<file path="src/rtl/ppg_trig_seq_pkg.sv">
// Shared definitions for the ppg_unit trigger sequencer: FSM encodings and
// default widths shared with ppg_unit.
package ppg_trig_seq_pkg;

  typedef enum logic [1:0] {
    ST_IDLE = 2'd0,
    ST_FIRE = 2'd1,
    ST_WAIT = 2'd2
  } state_t;

  localparam int PPG_WIDTH  = 16;
  localparam int PPG_PWIDTH = 16;
  localparam int PPG_RWIDTH = 16;
  localparam int PPG_DEPTH  = 4;

  function automatic int addr_w(input int depth);
    return (depth > 1) ? $clog2(depth) : 1;
  endfunction

endpackage

</file>
<file path="src/rtl/ppg_trig_seq_step_table.sv">
// Step table: DEPTH entries of packed {lead, hold, period}, synchronous write,
// combinational read. A write and a read of the same entry at one edge see the old value.
module ppg_trig_seq_step_table
  import ppg_trig_seq_pkg::*;
#(
  parameter int WIDTH  = PPG_WIDTH,
  parameter int PWIDTH = PPG_PWIDTH,
  parameter int DEPTH  = PPG_DEPTH,
  localparam int AW    = addr_w(DEPTH),
  localparam int EW    = 2*WIDTH + PWIDTH
) (
  input  logic              clk,
  input  logic              rstn,
  input  logic              we,
  input  logic [AW-1:0]     waddr,
  input  logic [WIDTH-1:0]  wlead,
  input  logic [WIDTH-1:0]  whold,
  input  logic [PWIDTH-1:0] wperiod,
  input  logic [AW-1:0]     raddr,
  output logic [WIDTH-1:0]  rlead,
  output logic [WIDTH-1:0]  rhold,
  output logic [PWIDTH-1:0] rperiod
);

  logic [EW-1:0] mem [DEPTH];
  logic [EW-1:0] rdata;

  always_ff @(posedge clk or negedge rstn) begin
    if (!rstn) begin
      for (int i = 0; i < DEPTH; i++) mem[i] <= '0;
    end else if (we && (32'(waddr) < DEPTH)) begin
      mem[waddr] <= {wlead, whold, wperiod};
    end
  end

  assign rdata = (32'(raddr) < DEPTH) ? mem[raddr] : '0;
  assign {rlead, rhold, rperiod} = rdata;

endmodule

</file>
<file path="src/rtl/ppg_trig_seq.sv">
// Step sequencer feeding ppg_unit: plays the step table as a train of 1-cycle
// trig pulses with stable t_lead/t_hold words, repeated n_loops times (0 = forever).
module ppg_trig_seq
  import ppg_trig_seq_pkg::*;
#(
  parameter int WIDTH  = PPG_WIDTH,
  parameter int PWIDTH = PPG_PWIDTH,
  parameter int RWIDTH = PPG_RWIDTH,
  parameter int DEPTH  = PPG_DEPTH,
  localparam int AW    = addr_w(DEPTH)
) (
  input  logic              clk,
  input  logic              rstn,
  input  logic              start,
  input  logic              abort,
  input  logic              cfg_we,
  input  logic [AW-1:0]     cfg_addr,
  input  logic [WIDTH-1:0]  cfg_lead,
  input  logic [WIDTH-1:0]  cfg_hold,
  input  logic [PWIDTH-1:0] cfg_period,
  input  logic [AW:0]       n_steps,
  input  logic [RWIDTH-1:0] n_loops,
  output logic              trig,
  output logic [WIDTH-1:0]  t_lead,
  output logic [WIDTH-1:0]  t_hold,
  output logic [AW-1:0]     step_idx,
  output logic              busy,
  output logic              done
);

  state_t            state_q, state_d;
  logic [AW-1:0]     step_q, step_d;
  logic [RWIDTH-1:0] loop_q, loop_d, nloops_q;
  logic [AW:0]       nsteps_q;
  logic [PWIDTH-1:0] cnt_q;
  logic              short_q;
  logic              fire_d, done_d, launch;
  logic              last_step, last_loop, period_end;
  logic [WIDTH-1:0]  rd_lead, rd_hold;
  logic [PWIDTH-1:0] rd_period;

  function automatic logic [AW:0] clamp_steps(input logic [AW:0] n);
    if (n == '0) return (AW+1)'(1);
    if (32'(n) > DEPTH) return (AW+1)'(DEPTH);
    return n;
  endfunction

  ppg_trig_seq_step_table #(
    .WIDTH  (WIDTH),
    .PWIDTH (PWIDTH),
    .DEPTH  (DEPTH)
  ) u_table (
    .clk     (clk),
    .rstn    (rstn),
    .we      (cfg_we),
    .waddr   (cfg_addr),
    .wlead   (cfg_lead),
    .whold   (cfg_hold),
    .wperiod (cfg_period),
    .raddr   (step_d),
    .rlead   (rd_lead),
    .rhold   (rd_hold),
    .rperiod (rd_period)
  );

  assign launch     = (state_q == ST_IDLE) && start && !abort;
  assign last_step  = (({1'b0, step_q} + (AW+1)'(1)) == nsteps_q);
  assign last_loop  = (nloops_q != '0) && (loop_q == (nloops_q - RWIDTH'(1)));
  // Periods of 0/1 skip WAIT entirely so trigs come back to back.
  assign period_end = ((state_q == ST_FIRE) && short_q) ||
                      ((state_q == ST_WAIT) && (cnt_q == '0));

  always_comb begin
    state_d = state_q;
    step_d  = step_q;
    loop_d  = loop_q;
    fire_d  = 1'b0;
    done_d  = 1'b0;
    case (state_q)
      ST_IDLE: begin
        if (launch) begin
          state_d = ST_FIRE;
          step_d  = '0;
          loop_d  = '0;
          fire_d  = 1'b1;
        end
      end
      default: begin
        if (abort) begin
          state_d = ST_IDLE;
        end else if (period_end) begin
          if (last_step && last_loop) begin
            state_d = ST_IDLE;
            done_d  = 1'b1;
          end else if (last_step) begin
            state_d = ST_FIRE;
            step_d  = '0;
            loop_d  = loop_q + RWIDTH'(1);
            fire_d  = 1'b1;
          end else begin
            state_d = ST_FIRE;
            step_d  = step_q + AW'(1);
            fire_d  = 1'b1;
          end
        end else if (state_q == ST_FIRE) begin
          state_d = ST_WAIT;
        end
      end
    endcase
  end

  always_ff @(posedge clk or negedge rstn) begin
    if (!rstn) begin
      state_q  <= ST_IDLE;
      step_q   <= '0;
      loop_q   <= '0;
      nloops_q <= '0;
      nsteps_q <= '0;
      cnt_q    <= '0;
      short_q  <= 1'b0;
      trig     <= 1'b0;
      busy     <= 1'b0;
      done     <= 1'b0;
      t_lead   <= '0;
      t_hold   <= '0;
      step_idx <= '0;
    end else begin
      state_q <= state_d;
      step_q  <= step_d;
      loop_q  <= loop_d;
      trig    <= fire_d;
      busy    <= (state_d != ST_IDLE);
      done    <= done_d;
      if (launch) begin
        nsteps_q <= clamp_steps(n_steps);
        nloops_q <= n_loops;
      end
      // Counter holds the number of WAIT cycles left after the current one.
      if (fire_d) begin
        t_lead   <= rd_lead;
        t_hold   <= rd_hold;
        step_idx <= step_d;
        short_q  <= (rd_period <= PWIDTH'(1));
        cnt_q    <= (rd_period > PWIDTH'(1)) ? (rd_period - PWIDTH'(2)) : '0;
      end else if ((state_q == ST_WAIT) && (cnt_q != '0)) begin
        cnt_q <= cnt_q - PWIDTH'(1);
      end
    end
  end

endmodule
</file>
<file path="config.mk">
export PLATFORM = sky130hd
export DESIGN_NAME = ppg_trig_seq
export DESIGN_NICKNAME = d
export VERILOG_FILES = /design/src/rtl/ppg_trig_seq_pkg.sv /design/src/rtl/ppg_trig_seq_step_table.sv /design/src/rtl/ppg_trig_seq.sv
export SDC_FILE = /design/constraint.sdc
export NUM_CORES = 1
export LEC_CHECK = 0
export CAP_MARGIN = 20
export CELL_PAD_IN_SITES_DETAIL_PLACEMENT = 1
export CELL_PAD_IN_SITES_GLOBAL_PLACEMENT = 2
export CORE_UTILIZATION = 35
export DETAILED_ROUTE_END_ITERATION = 10
export GPL_TIMING_DRIVEN = 0
export PLACE_DENSITY = 0.78
export RECOVER_POWER = 50
export SLEW_MARGIN = 10
export SYNTH_ARGS = -nofsm -noshare
export SYNTH_HDL_FRONTEND = slang
export SYNTH_SLANG_ARGS = --single-unit
</file>
<file path="constraint.sdc">
create_clock -name clk -period 4.2 [get_ports clk]
set_clock_uncertainty 0.05 [all_clocks]
set_input_delay 0.42 -clock clk [delete_from_list [all_inputs] [get_ports clk]]
set_output_delay 0.42 -clock clk [all_outputs]
set_load 0.05 [all_outputs]
</file>
==> impl_metrics.env, run 1 <==
export IMPL_timing_fmax_ghz=0.230
export IMPL_ys_flop_type="dfrtp_1"
export IMPL_finalMaxSlewViolations=96
export IMPL_syn_inst=1331
export IMPL_cp_end_kind="flip-flop"
export IMPL_num_rows=72
export IMPL_utilization=0.449
export IMPL_hpwl_mm=28.6
export IMPL_fin_tns_setup_ns=-1.32
export IMPL_arrival_ns=4.69
export IMPL_wirelength_mm=41.8
export IMPL_finalCritPeriodShare=1.04
export IMPL_cts_buffers_inserted=36
export IMPL_coreArea_sq_um=38900
export IMPL_failed_checks="max-capacitance violations, max-slew violations, negative setup slack"
export IMPL_layout_nets=1595
export IMPL_ys_seq_area_frac=0.514
export IMPL_htreeDepth=2
export IMPL_drc=0
export IMPL_start_util=0.357
export IMPL_startpoint_type="flip-flop"
export IMPL_portBuffers=109
export IMPL_worst_pin_slew_ns=2.54
export IMPL_vdd_ir_drop_max_uv=521
export IMPL_worstReg2RegStart="step_q[1]$_DFF_PN0_"
export IMPL_yosysTopAreaCellShare=0.514
export IMPL_async_flop_share=1.00
export IMPL_ios=111
export IMPL_clkLatencyLatePin_ns=0.55
export IMPL_fin_area_sq_um=17500
export IMPL_cap_violations=1
export IMPL_grt_overflow=0
export IMPL_synth_top_cells_by_area="dfrtp_1, mux2_2, nand2_1"
export IMPL_grt_max_degree=98
export IMPL_die_h_um=201
export IMPL_synth_area_sq_um=13900
export IMPL_wl_per_cell_um=20.3
export IMPL_min_period_ns=4.35
export IMPL_powerDensity_nw_per_um2=628
export IMPL_cts_tree="done"
export IMPL_vias_per_cell=5.30
export IMPL_die_x_um=201
export IMPL_final_cells=2060
export IMPL_r2r_setup_slack_ns=-0.15
export IMPL_hp_class="in -> reg"
export IMPL_hold_depth=2
export IMPL_whs_ns=0.213
export IMPL_ys_warn_count=0
export IMPL_cp_max_fo=6
export IMPL_synth_most_common_cell="nand2_1"
export IMPL_firstDrtPassIters=5
export IMPL_drtAntennaViolNets=0
export IMPL_min_to="state_q[0]$_DFF_PN0_"
export IMPL_vias=10900
export IMPL_grt_pass1_vias=11800
export IMPL_hold_viol=0
export IMPL_yosys_top_cells_count="nand2_1, dfrtp_1, mux2_2"
export IMPL_path_class="reg -> reg"
export IMPL_max_slew_margin=-0.694
export IMPL_synth_edf_count=0
export IMPL_place_congestion=0.841
export IMPL_rr_endpoint="cnt_q[10]$_DFFE_PN0P_"
export IMPL_setup_viol=15
export IMPL_rsz0062_at_grt="true"
export IMPL_drt_iter0_markers=440
export IMPL_ys_ff_latch=285
export IMPL_status="finished with violations"
export IMPL_root_buffer="clkbuf_16"
export IMPL_antenna_found_initial=2
export IMPL_leakage_nw=7.49
export IMPL_dieArea_sq_um=40500
export IMPL_clockBufferDepth=3
export IMPL_groute_usage_overall=0.210
export IMPL_dp_slack_ns=-0.764
export IMPL_grt_pass1_wl_mm=67.0
export IMPL_path_clk_slew_ns=0.06
export IMPL_r2r_cells=16
export IMPL_min_delay_start="abort"
export IMPL_drive_above_1_share=0.256
export IMPL_synth_fp_nets=1411
export IMPL_syn2layout_area_growth_pct=25.7
export IMPL_place_area_sq_um=15700
export IMPL_synth_top_area_cell="dfrtp_1"
export IMPL_clock_sinks=285
export IMPL_cp_required_ns=4.54
export IMPL_dp_cells=1960
export IMPL_setup_slack_ns=-0.149
export IMPL_synth_area_per_cell_sq_um=10.4
export IMPL_synth_cell_types=81
export IMPL_finalPower_mw=11.0
[cell usage in the layout (no fill, tap or decap), types with 7 or more instances in the layout]
cell / Yosys / routed
inv_1: 13 / 11
clkbuf_1: 54 / 43
xor2_1: 29 / 28
buf_1: 11 / 7
or2_2: 7 / 7
clkbuf_2: 1 / 15
clkinv_2: 1 / 9
nor3_1: 14 / 10
clkbuf_16: 0 / 37
o21ai_0: 51 / 51
xnor2_1: 22 / 22
mux2_2: 194 / 193
or4_1: 8 / 8
nor2_1: 36 / 36
buf_4: 3 / 37
clkdlybuf4s50_1: 0 / 107
dfrtp_1: 285 / 282
nand3_1: 83 / 80
nand4_1: 12 / 12
nand2b_1: 9 / 9
a21oi_1: 36 / 33
nand2_1: 294 / 292
or3_1: 12 / 11
buf_2: 4 / 9
[worst max-delay path: stages, from the launching register on]
cell and delay [ns]:
dfrtp_2 0.45, ha_2 0.40, xnor2_1 0.15, nand3_2 0.12
or4_1 0.59, a211oi_2 0.22, o2111a_2 0.39, o31ai_4 0.15
buf_12 0.20, a221oi_4 0.34, o22ai_4 0.14, nor4_4 0.23
buf_4 0.18, and4_4 0.25, or2_1 0.12, buf_6 0.13
o22ai_2 0.07
[sequential cells by signal, indices dropped and copies added (netlist names), 2 cells and up]
register	flops
step_q	2
nloops_q	16
t_hold	16
nsteps_q	3
step_idx	2
loop_q	16
cnt_q	16
t_lead	16
u_table.mem	192
state_q	2
[cell type report]
cell class	instances	area, sq um
fill	4321	21500
sequential	285	7140
multi-input combinational	954	6670
timing repair buffer	148	1420
clock buffer	50	1000
tap	518	648
buffer	75	382
clock inverter	14	130
inverter	15	63.8
antenna	1	2.50
[routing by layer]
metal	routed length [um]	up-vias	global-route usage	part of all wire
li1	-	5038	-	-
met5	25	-	0	0.00060
met3	1420	68	0.0329	0.034
met2	20600	160	0.355	0.49
met1	18700	5640	0.275	0.45
met4	1020	4	0.0652	0.024
[worst max-delay path by stage]
stage	slack, ns	cells after the start	endpoint	from
floorplan	0.03	17	cnt_q[7]$_DFFE_PN0P_	nloops_q[0]$_DFFE_PN0P_
global placement	-10.15	1	t_lead[11]$_DFFE_PN0P_	rstn
detailed placement	-0.76	15	t_hold[5]$_DFFE_PN0P_	nloops_q[2]$_DFFE_PN0P_
CTS	-0.30	18	cnt_q[10]$_DFFE_PN0P_	nloops_q[1]$_DFFE_PN0P_
global route	-0.30	17	cnt_q[6]$_DFFE_PN0P_	nloops_q[1]$_DFFE_PN0P_
finish	-0.15	16	cnt_q[10]$_DFFE_PN0P_	step_q[1]$_DFF_PN0_
[repair_timing]
action / CTS / global route
setup endpoints to repair: 59 / 51
gates resized for setup: 52 / 53
hold endpoints to repair: 94 / 0
setup buffers: 21 / 15
gates cloned: 0 / 0
hold buffers: 1 / 0
pin swaps: 15 / 19
[kinds of logic after synthesis]
family                   share of synthesized area
AO/OA/AOI/OAI                               0.0868
adder cells (fa/ha/maj)                    0.00541
buffers and inverters                       0.0286
XOR/XNOR                                    0.0322
multiplexers                                 0.160
AND/OR/NAND/NOR                              0.173
flip-flops                                   0.514
[report_power, final]
group | switching, mW | total, mW | internal, mW
Combinational | 2.40 | 4.06 | 1.66
Clock | 1.23 | 3.03 | 1.80
Sequential | 0.490 | 3.88 | 3.39
Note: power is estimated with default switching activity, not from simulation.
==> run 2, diff against run 1 <==
CORE_MARGIN = 2   (was unset)
==> impl_metrics.env, run 2 (synthesis results as in run 1) <==
export IMPL_status="finished with violations"
export IMPL_failed_checks="max-capacitance violations, max-slew violations, negative setup slack"
export IMPL_firstDrtPassIters=4
export IMPL_cp_max_fo=10
export IMPL_cap_violations=1
export IMPL_cts_buffers_inserted=34
export IMPL_finalCritPeriodShare=1.03
export IMPL_final_common_cell="nand2_1"
export IMPL_wirelength_mm=42.8
export IMPL_startpoint_type="flip-flop"
export IMPL_path_class="reg -> reg"
export IMPL_coreArea_sq_um=38900
export IMPL_grt_pass1_vias=11900
export IMPL_leakage_nw=7.61
export IMPL_cp_required_ns=4.54
export IMPL_drive_above_1_share=0.268
export IMPL_vdd_ir_drop_max_uv=367
export IMPL_worstReg2RegStart="nloops_q[1]$_DFFE_PN0P_"
export IMPL_finalMaxSlewViolations=47
export IMPL_place_area_sq_um=15700
export IMPL_grt_pass1_wl_mm=67.9
export IMPL_layout_common_cells="nand2_1, dfrtp_1, mux2_2, clkdlybuf4s50_1, nand3_1"
export IMPL_cp_slowest_cell="or4b_4"
export IMPL_path_clk_slew_ns=0.06
export IMPL_layout_nets=1609
export IMPL_hp_class="in -> reg"
export IMPL_root_buffer="clkbuf_16"
export IMPL_die_h_um=203
export IMPL_cp_cell_sequence="inv_2 -> ha_4 -> or4b_4 -> or4_4 -> a32o_2 -> a211oi_2 -> o2111a_2 -> o31ai_4 -> buf_6 -> a221oi_1 -> a21o_1 -> nor3b_1 -> and4_1 -> buf_6 -> or2_1 -> buf_6 -> o22ai_2"
export IMPL_drc=0
export IMPL_groute_usage_overall=0.210
export IMPL_syn2layout_area_growth_pct=27.4
export IMPL_cts_tree="done"
export IMPL_rr_endpoint="cnt_q[10]$_DFFE_PN0P_"
export IMPL_die_x_um=203
export IMPL_min_period_ns=4.32
export IMPL_nFillCells=4319
export IMPL_min_delay_start="abort"
export IMPL_timing_fmax_ghz=0.231
export IMPL_whs_ns=0.219
export IMPL_min_to="state_q[0]$_DFF_PN0_"
export IMPL_cp_end_kind="flip-flop"
export IMPL_fin_area_sq_um=17700
export IMPL_largest_reg_flops=192
export IMPL_wl_per_cell_um=20.6
export IMPL_arrival_ns=4.66
export IMPL_grt_max_degree=92
export IMPL_rsz0062_at_grt="true"
export IMPL_r2r_cells=17
export IMPL_drtAntennaViolNets=0
export IMPL_setup_slack_ns=-0.123
export IMPL_htreeDepth=2
export IMPL_antenna_found_initial=4
export IMPL_crit_top_cell="buf_6"
export IMPL_hpwl_mm=28.9
export IMPL_max_slew_margin=-0.810
export IMPL_cpPeakStageDelay_ns=0.47
export IMPL_dieArea_sq_um=41300
export IMPL_utilization=0.455
export IMPL_portBuffers=109
export IMPL_ff_latch_area_sq_um=7140
export IMPL_clockBufferDepth=3
export IMPL_setup_viol=15
export IMPL_vias=10900
export IMPL_clock_sinks=285
export IMPL_largest_register="u_table.mem"
export IMPL_vias_per_cell=5.27
export IMPL_finalPower_mw=11.2
export IMPL_grt_overflow=0
export IMPL_multi_input_area_sq_um=6690
export IMPL_worst_pin_slew_ns=2.72
export IMPL_clkLatencyLatePin_ns=0.54
export IMPL_ios=111
export IMPL_place_congestion=0.791
export IMPL_start_util=0.357
export IMPL_num_rows=72
export IMPL_drt_iter0_markers=480
export IMPL_fin_tns_setup_ns=-1.06
export IMPL_hold_viol=0
export IMPL_r2r_setup_slack_ns=-0.12
export IMPL_powerDensity_nw_per_um2=634
export IMPL_hold_depth=2
run 2: worst max path at each step:
stage,slack (ns),cells past startpoint,from,to
floorplan,0.03,17,nloops_q[0]$_DFFE_PN0P_,cnt_q[7]$_DFFE_PN0P_
global placement,-10.18,1,rstn,u_table.mem[15]$_DFFE_PN0P_
detailed placement,-0.89,15,nloops_q[2]$_DFFE_PN0P_,t_hold[10]$_DFFE_PN0P_
CTS,-0.16,17,nloops_q[1]$_DFFE_PN0P_,cnt_q[10]$_DFFE_PN0P_
global route,-0.27,17,nloops_q[1]$_DFFE_PN0P_,cnt_q[10]$_DFFE_PN0P_
finish,-0.12,17,nloops_q[1]$_DFFE_PN0P_,cnt_q[10]$_DFFE_PN0P_
run 2: final cells by class:
class / instances / area share
Clock inverter: 13 / 0.0111
Tap cell: 518 / 0.0366
Multi-Input combinational cell: 954 / 0.378
Inverter: 15 / 0.00361
Clock buffer: 48 / 0.0574
Timing Repair Buffer: 164 / 0.0871
Buffer: 75 / 0.0228
Antenna cell: 1 / 0.000141
Sequential cell: 285 / 0.403
run 2: per-stage QoR:
step / cells / setup slack (ns)
6_report: 2073 / -0.123
3_5_place_dp: 1961 / -0.893
2_1_floorplan: 1331 / 0.0331
5_1_grt: 2073 / -0.273
3_3_place_gp: 1958 / -10.18
4_1_cts: 2066 / -0.157
run 2: repair_timing:
action	4_1_cts	5_1_grt
pin swaps	29	8
gates resized for setup	79	33
setup endpoints to repair	54	60
setup buffers	45	6
hold buffers	1	0
endpoints found under the hold margin	45	0
run 2: worst max-delay path: cells and delay by family (launching register included):
kind / cells / cell delay (ns)
compound gates: 7 / 1.55
buf+inv: 4 / 0.53
flops: 1 / 0.42
simple gates: 5 / 1.48
fa+ha+maj: 1 / 0.14
run 2: report_power, final:
part	total [mW]	internal (mW)	switching, mW	leakage (nW)
Combinational	4.14	1.71	2.43	3.55
Clock	3.20	1.99	1.21	0.600
Sequential	3.88	3.39	0.492	3.46
run 2: metal layers:
metal | track usage | routed length [um] | part of all wire
met1 | 0.273 | 19000 | 0.44
met2 | 0.361 | 21200 | 0.50
met3 | 0.0342 | 1690 | 0.039
met4 | 0.0618 | 841 | 0.020
met5 | 0 | 36 | 0.00084
